--- src/rtl/uart_rx_fifo.sv ---
// Receive-side FWFT byte FIFO with sticky error/status flags for the UART receiver.
// Optional level-threshold interrupt enabled by defining UART_RX_FIFO_THRESH_EN.
module uart_rx_fifo #(
   parameter int Depth       = 16,
   parameter int DataWidth   = 8,
   parameter int ThreshLevel = 8
) (
   input  logic                   clk_i,
   input  logic                   reset_n_i,
   input  logic [DataWidth-1:0]   rx_data_i,
   input  logic                   rx_valid_i,
   input  logic                   rx_frame_error_i,
   input  logic                   rx_parity_error_i,
   input  logic                   rd_en_i,
   input  logic                   flush_i,
   input  logic                   clr_status_i,
   output logic [DataWidth-1:0]   rd_data_o,
   output logic                   empty_o,
   output logic                   full_o,
   output logic [$clog2(Depth):0] count_o,
   output logic                   overrun_o,
   output logic                   underflow_o,
   output logic                   frame_err_o,
   output logic                   parity_err_o,
   output logic                   irq_o
);

   localparam int AW = $clog2(Depth);
   localparam int CW = AW + 1;

   generate
      if (Depth < 2 || (Depth & (Depth - 1)) != 0 || ThreshLevel < 1 || ThreshLevel > Depth)
      begin : g_param_check
         $error("uart_rx_fifo: illegal Depth/ThreshLevel combination");
      end
   endgenerate

   logic [DataWidth-1:0] mem [Depth];
   logic [AW-1:0]        rd_ptr_reg, wr_ptr_reg;
   logic [CW-1:0]        count_reg, count_next;
   logic                 empty_reg, full_reg;
   logic                 is_empty, is_full;
   logic                 pop_ok, wr_ok;
   logic [3:0]           flag_set, flag_reg;

   assign is_empty = (count_reg == '0);
   assign is_full  = (count_reg == CW'(Depth));

   // A pop frees the slot, so a write into a full FIFO is accepted when a pop accompanies it.
   assign pop_ok = rd_en_i & ~is_empty & ~flush_i;
   assign wr_ok  = rx_valid_i & ~flush_i & (~is_full | pop_ok);

   always_comb begin
      count_next = count_reg;
      if (flush_i) begin
         count_next = '0;
      end else begin
         case ({wr_ok, pop_ok})
            2'b10:   count_next = count_reg + CW'(1);
            2'b01:   count_next = count_reg - CW'(1);
            default: count_next = count_reg;
         endcase
      end
   end

   always_ff @(posedge clk_i or negedge reset_n_i) begin
      if (!reset_n_i) begin
         rd_ptr_reg <= '0;
         wr_ptr_reg <= '0;
         count_reg  <= '0;
         empty_reg  <= 1'b1;
         full_reg   <= 1'b0;
      end else begin
         count_reg <= count_next;
         empty_reg <= (count_next == '0);
         full_reg  <= (count_next == CW'(Depth));
         if (flush_i) begin
            rd_ptr_reg <= '0;
            wr_ptr_reg <= '0;
         end else begin
            if (pop_ok) rd_ptr_reg <= rd_ptr_reg + AW'(1);
            if (wr_ok)  wr_ptr_reg <= wr_ptr_reg + AW'(1);
         end
      end
   end

   // Storage is left unreset so it maps onto distributed/block RAM.
   always_ff @(posedge clk_i) begin
      if (wr_ok) mem[wr_ptr_reg] <= rx_data_i;
   end

   assign rd_data_o = mem[rd_ptr_reg];

   // Flag order: {overrun, underflow, frame error, parity error}.
   assign flag_set[3] = rx_valid_i & ~flush_i & ~wr_ok;
   assign flag_set[2] = rd_en_i & is_empty & ~flush_i;
   assign flag_set[1] = rx_frame_error_i;
   assign flag_set[0] = rx_parity_error_i;

   always_ff @(posedge clk_i or negedge reset_n_i) begin
      if (!reset_n_i) begin
         flag_reg <= '0;
      end else begin
         for (int i = 0; i < 4; i++) begin
            if (flag_set[i])       flag_reg[i] <= 1'b1;
            else if (clr_status_i) flag_reg[i] <= 1'b0;
         end
      end
   end

   assign overrun_o    = flag_reg[3];
   assign underflow_o  = flag_reg[2];
   assign frame_err_o  = flag_reg[1];
   assign parity_err_o = flag_reg[0];
   assign empty_o      = empty_reg;
   assign full_o       = full_reg;
   assign count_o      = count_reg;

`ifdef UART_RX_FIFO_THRESH_EN
   logic irq_reg;

   always_ff @(posedge clk_i or negedge reset_n_i) begin
      if (!reset_n_i) irq_reg <= 1'b0;
      else            irq_reg <= (count_next >= CW'(ThreshLevel));
   end

   assign irq_o = irq_reg;
`else
   assign irq_o = 1'b0;
`endif

endmodule

--- config.mk ---
export PLATFORM = sky130hd
export DESIGN_NAME = uart_rx_fifo
export DESIGN_NICKNAME = d
export VERILOG_FILES = /design/src/rtl/uart_rx_fifo.sv
export SDC_FILE = /design/constraint.sdc
export NUM_CORES = 1
export LEC_CHECK = 0
export ABC_AREA = 1
export CAP_MARGIN = 20
export CORE_MARGIN = 5
export CORE_UTILIZATION = 40
export DETAILED_ROUTE_END_ITERATION = 12
export RECOVER_POWER = 100
export SLEW_MARGIN = 5
export SYNTH_ARGS = -nofsm -noshare
export SYNTH_HDL_FRONTEND = slang
export SYNTH_SLANG_ARGS = --single-unit
export TNS_END_PERCENT = 5
--- constraint.sdc ---
create_clock -name clk_i -period 3.7 [get_ports clk_i]
set_input_delay 0.555 -clock clk_i [delete_from_list [all_inputs] [get_ports clk_i]]
set_output_delay 0.555 -clock clk_i [all_outputs]
set_load 0.005 [all_outputs]
# [Yosys cells after proc, flatten, opt, wreduce, memory -nomap -nowiden]
# Memories as Yosys holds them, arrays and structs flattened.
# Cells that the tools add are included.
# W data, S select, Z words.
[classes] mux=13 n_reduce_logical=8 addsub=4 bitwise_logic=12 n_eq_ne=4
[op_table] operator="$mux W4" n=4
[op_table] operator="$reduce_bool A2 Y1" n=6
[op_table] operator="$eq A5 B5 Y1 const B" n=2
[op_table] operator="$logic_not A5 Y1" n=2
[op_table] operator="$pmux W5 S2" n=1
[op_table] operator="$add A4 B1 Y4 const B" n=2
[op_table] operator="$and A1 B1 Y1" n=7
[op_table] operator="$mux W1" n=7
[op_table] operator="$add A5 B1 Y5 const B" n=1
[op_table] operator="$mux W5" n=1
[op_table] operator="$sub A5 B1 Y5 const B" n=1
[op_table] operator="$not A1 Y1" n=4
[op_table] operator="$eq A2 B1 Y1 const B" n=1
[op_table] operator="$eq A2 B2 Y1 const B" n=1
[op_table] operator="$or A1 B1 Y1" n=1
[word_totals] out_inout_bits=20 inputBits=16 ramBits=128 register_bits=19 word_cells=51 n_memories=1
[mem_list] memory="mem" depth=16 word_bits=8 read_ports=1 rd_ports_with_merged_regs=0 write_ports=1 line_no="38" source="logic [DataWidth-1:0] mem [Depth];"

# [Logic depth before layout (Yosys ltp)]
[logic_depth] depth_word=10 mapped_depth=14

# [Worst setup path after synthesis]
# OpenSTA, ideal clock, no wires.
[synth_timing] path_kind="in2reg" startpoint="input rd_en_i" endpoint="register full_reg, in the netlist full_o" arrival_time_ps=1970 path_stages=14 setup_ps=117 n_path_buf=0 setup_slack_ps=1612 t_required_ps=3583 path_cell_list="inv_1 nor2_4 nand3_2 inv_1 ha_1 a21oi_1 nand2_1 xor2_1 nand2_1 nand3_1 nand2_1 clkinv_1 nand2_1 nor2_1"
[synth_via] elab_chain_len=8 word_cells_on_any_way=9 classes_between="eq/ne: 3; mux: 2; bitwise: 4"
[synth_rtl] item="from (decl)" line_no="14" source="input logic rd_en_i,"
[synth_rtl] item="$and A1 B1 Y1 * (2 in a row)" line_no="50" source="assign pop_ok = rd_en_i & ~is_empty & ~flush_i;"
[synth_rtl] item="$or A1 B1 Y1" line_no="51" source="assign wr_ok = rx_valid_i & ~flush_i & (~is_full | pop_ok);"
[synth_rtl] item="$and A1 B1 Y1" line_no="51"
[synth_rtl] item="$eq A2 B1 Y1 / $eq A2 B2 Y1 (equally long branches)" line_no="58" source="case ({wr_ok, pop_ok})"
[synth_rtl] item="$pmux W5 S2 *" line_no="58"
[synth_rtl] item="$mux W5 *" line_no="55" source="if (flush_i) begin"
[synth_rtl] item="$eq A5 B5 Y1 *" line_no="76" source="full_reg <= (count_next == CW'(Depth));"
[synth_rtl] item="to (signal assigned)" line_no="76"
[synth_rtl] item="to (decl)" line_no="41" source="logic empty_reg, full_reg;"
# Mark *: on every way between the ends. The rest lies on a longest branch, timed or not.
# A chain may end at the register's enable or synchronous reset.

# [Final worst setup path]
[layout_timing] startpoint="register rd_ptr_reg[1]" endpoint="output rd_data_o[4]"
[layout_via] elab_chain_len=1
[layout_rtl] item="from (decl)" line_no="39" source="logic [AW-1:0] rd_ptr_reg, wr_ptr_reg;"
[layout_rtl] item="from (signal assigned)" line_no="81" source="if (pop_ok) rd_ptr_reg <= rd_ptr_reg + AW'(1);"
[layout_rtl] item="$mem_v2 Z16 W8"
[layout_rtl] item="to (decl)" line_no="17" source="output logic [DataWidth-1:0] rd_data_o,"
# Every way passes these cells.

==> reports/qor.txt <==
Status: complete, no violations
Unique cell type count in the Yosys netlist: 38
Unrepaired setup endpoints after global routing: no
Root buffer cell: clkbuf_16
Highest Signal Layer: met4
First-pass GRT wire length: 23000 um
IO Port Bufs: 34
Slew Limit Fails: 0
Fin crit share: 0.913
Clock slew at reported path FFs: 0.06 ns
Avg Inst Size Synth: 12.2 um2
CTS buffer count: 17
Reg-to-reg startpoint: count_o[1]
Ports: 36
Final WL: 14800 um
Total of max-cap violations: 0
Critical path type: reg -> out
Rel. slew slack: 0.418
Die Y: 134 um
Post-synthesis cell area: 6180 um2
Vias in the first global route: 4091
Portion of netlist area occupied by mux cells: 0
Top reg by flops: mem
Clock sinks: 147
Total global routing overflow: 0
DIE AREA: 18000 um2
Compound-cell area share of the yosys netlist: 0.101
Mapped Cells: 508
Adder-Cell Fraction of Synth Area: 0.0194
Hold-fix buffers at CTS: 0
Sequential area share after synthesis: 0.699
Crit path arrival time: 2.82 ns
Core area: 15200 um2
Met2 WL post-DR: 7290 um
Crit Reg-Reg Endpoint: empty_o
Initial DRC Count: 271
Hold Fails Final Rpt: 0
Most common cell after layout, fill and taps aside: edfxtp_1
Largest family of logic cells by synthesized area: simple AND/OR/NAND/NOR gates
Final #Nets: 570
Multi-input gate area: 1550 um2
Fmax: 296 MHz
Area Overhead vs Synth: 16.1%
Simple-gate share of the synthesized area: 0.134
Critical Path Sink Type: output pin
Pwr/cell area: 542 nW/um2
Hold_ws: 0.489 ns
Share of cells above drive strength 1: 0.0735
Post-route setup TNS: 0 ns
Routed length per instance: 19.8 um
Yosys warns: 0
Flops & latches, synth: 147
Antenna-violating nets left: 0
Post-CTS Setup Inserts: 0
Initial core utilization: 0.406
Syn_nets: 533
Maximum vdd drop: 0.331 mV
Resized cells post-CTS: 0
Rows: 45
Final Wtd Congestion: 0.870
M1 wire length: 6300 um
R2R setup slack: 1.06 ns
GR Util All Layers: 0.171
Vias: 4071
Worst-Skew Late Latency: 0.42 ns
Most frequent cells in the layout: edfxtp_1 (128), nand2_1 (79), nor2_1 (58)
Max reg flops: 128
Final setup viols: 0
Worst R2R Path Depth: 12
Worst hold path type: in -> async
Worst Tran Pin Value: 0.869 ns
Pre-antenna DRT Iters: 5
Die width: 134 um
CTS tree: yes
Crit path required time: 3.14 ns
Startpoint types: register
Final worst path period need: 3.38 ns
DR vias/cell: 5.46
Layout fillers: 1400
HPWL Detailed: 9250 um
Antenna cells: 0
Pleak: 2.65 nW
Post-Synth XOR/XNOR Area: 0.00284
Length of routed met3 wiring: 840 um
Clock buffer depth: 2
Initial antenna violation count: 0
Largest net degree at the start of global routing: 66
H-tree depth: 4
DRC errors left: 0
Layout Skew: 0.00716 ns
Critical path fanouts, max: 14
Total area of sequential cells: 4320 um2
-- per-layer routing --
layer  track usage  up-vias
met3        0.0435       27
met4        0.0701        0
li1              -     1897
met2         0.274      131
met5             0        -
met1         0.222     2016
-- worst max-delay path by stage --
| stage | startpoint | endpoint | slack [ns] | cells after the start |
|---|---|---|---|---|
| floorplan | rd_en_i | full_o | 1.61 | 14 |
| global placement | rd_en_i | mem[3][4] | 0.75 | 9 |
| detailed placement | rd_en_i | mem[3][4] | 0.71 | 9 |
| CTS | rd_ptr_reg[1] | rd_data_o[4] | 0.36 | 7 |
| global route | rd_ptr_reg[1] | rd_data_o[4] | 0.14 | 7 |
| finish | rd_ptr_reg[1] | rd_data_o[4] | 0.32 | 7 |
-- Yosys cell counts --
cell type / count / area [um2]
a21oi_1: 22 / 110
a221oi_1: 9 / 78.8
buf_2: 10 / 50.1
buf_4: 4 / 30.0
bufinv_8: 1 / 17.5
clkbuf_1: 8 / 30.0
clkinv_1: 2 / 7.51
conb_1: 1 / 3.75
dfrtp_1: 18 / 450
dfstp_2: 1 / 26.3
edfxtp_1: 128 / 3840
fa_1: 1 / 20.0
ha_1: 8 / 100
inv_1: 31 / 116
inv_2: 3 / 11.3
nand2_1: 78 / 293
nand2_2: 2 / 12.5
nand2_4: 2 / 22.5
nand3_1: 28 / 140
nand3_2: 2 / 20.0
nand3_4: 2 / 35.0
nand3b_1: 1 / 7.51
nand4_1: 7 / 43.8
nor2_1: 56 / 210
nor2_2: 3 / 18.8
nor2_4: 1 / 11.3
nor3_1: 1 / 5.00
nor3_2: 1 / 10.0
o211ai_1: 1 / 7.51
o21ai_0: 42 / 210
o21ai_1: 9 / 45.0
o21ai_2: 1 / 8.76
o21bai_1: 2 / 15.0
o221ai_1: 7 / 61.3
o22ai_1: 10 / 62.6
o31ai_1: 1 / 7.51
o32ai_1: 2 / 17.5
xor2_1: 2 / 17.5
-- area by class of cell --
cell class,instances,share of cell area
clock inverters,11,0.0122
multi-input cells,302,0.216
clock buffers,21,0.0614
well taps,188,0.0328
inverters,37,0.0213
repair buffers,40,0.0539
flip-flops and latches,147,0.602
-- report_power, final --
group	leakage, nW	switching (mW)	internal [mW]
combinational	0.995	0.306	0.167
sequential	1.40	0.0215	1.84
clock	0.260	0.641	0.915
-- stage by stage --
stage / setup slack, ns / instances / area, um2 / utilization / total power [mW]
after floorplan: 1.61 / 508 / 6180 / - / 2.18
after global placement: 0.751 / 713 / 6700 / 0.440 / 2.38
after detailed placement: 0.708 / 713 / 6700 / 0.440 / 2.39
after CTS: 0.359 / 745 / 7220 / 0.475 / 3.94
after global routing: 0.137 / 746 / 7180 / 0.472 / 4.05
final: 0.321 / 746 / 7180 / 0.472 / 3.89
-- kinds of logic (layout without fill, tap and decap cells) --
logic type                 Yosys count  in the layout
xor gates and xnor gates             2              2
buffers and inverters               59            109
and+or+nand+nor                    184            184
adders and majority gates            9              9
other                                1              1
DFF                                147            147
AOI/OAI and AO/OA                  106            106
-- critical path, stage by stage (launching register included) --
cell and delay, ns:
dfrtp_1 0.45, buf_4 0.23, nand2_1 0.35, a21oi_1 0.08, a221oi_1 0.37, o21ai_0 0.27
nand2_1 0.15, clkdlybuf4s50_1 0.51
Note: power is estimated with default switching activity, not from simulation.
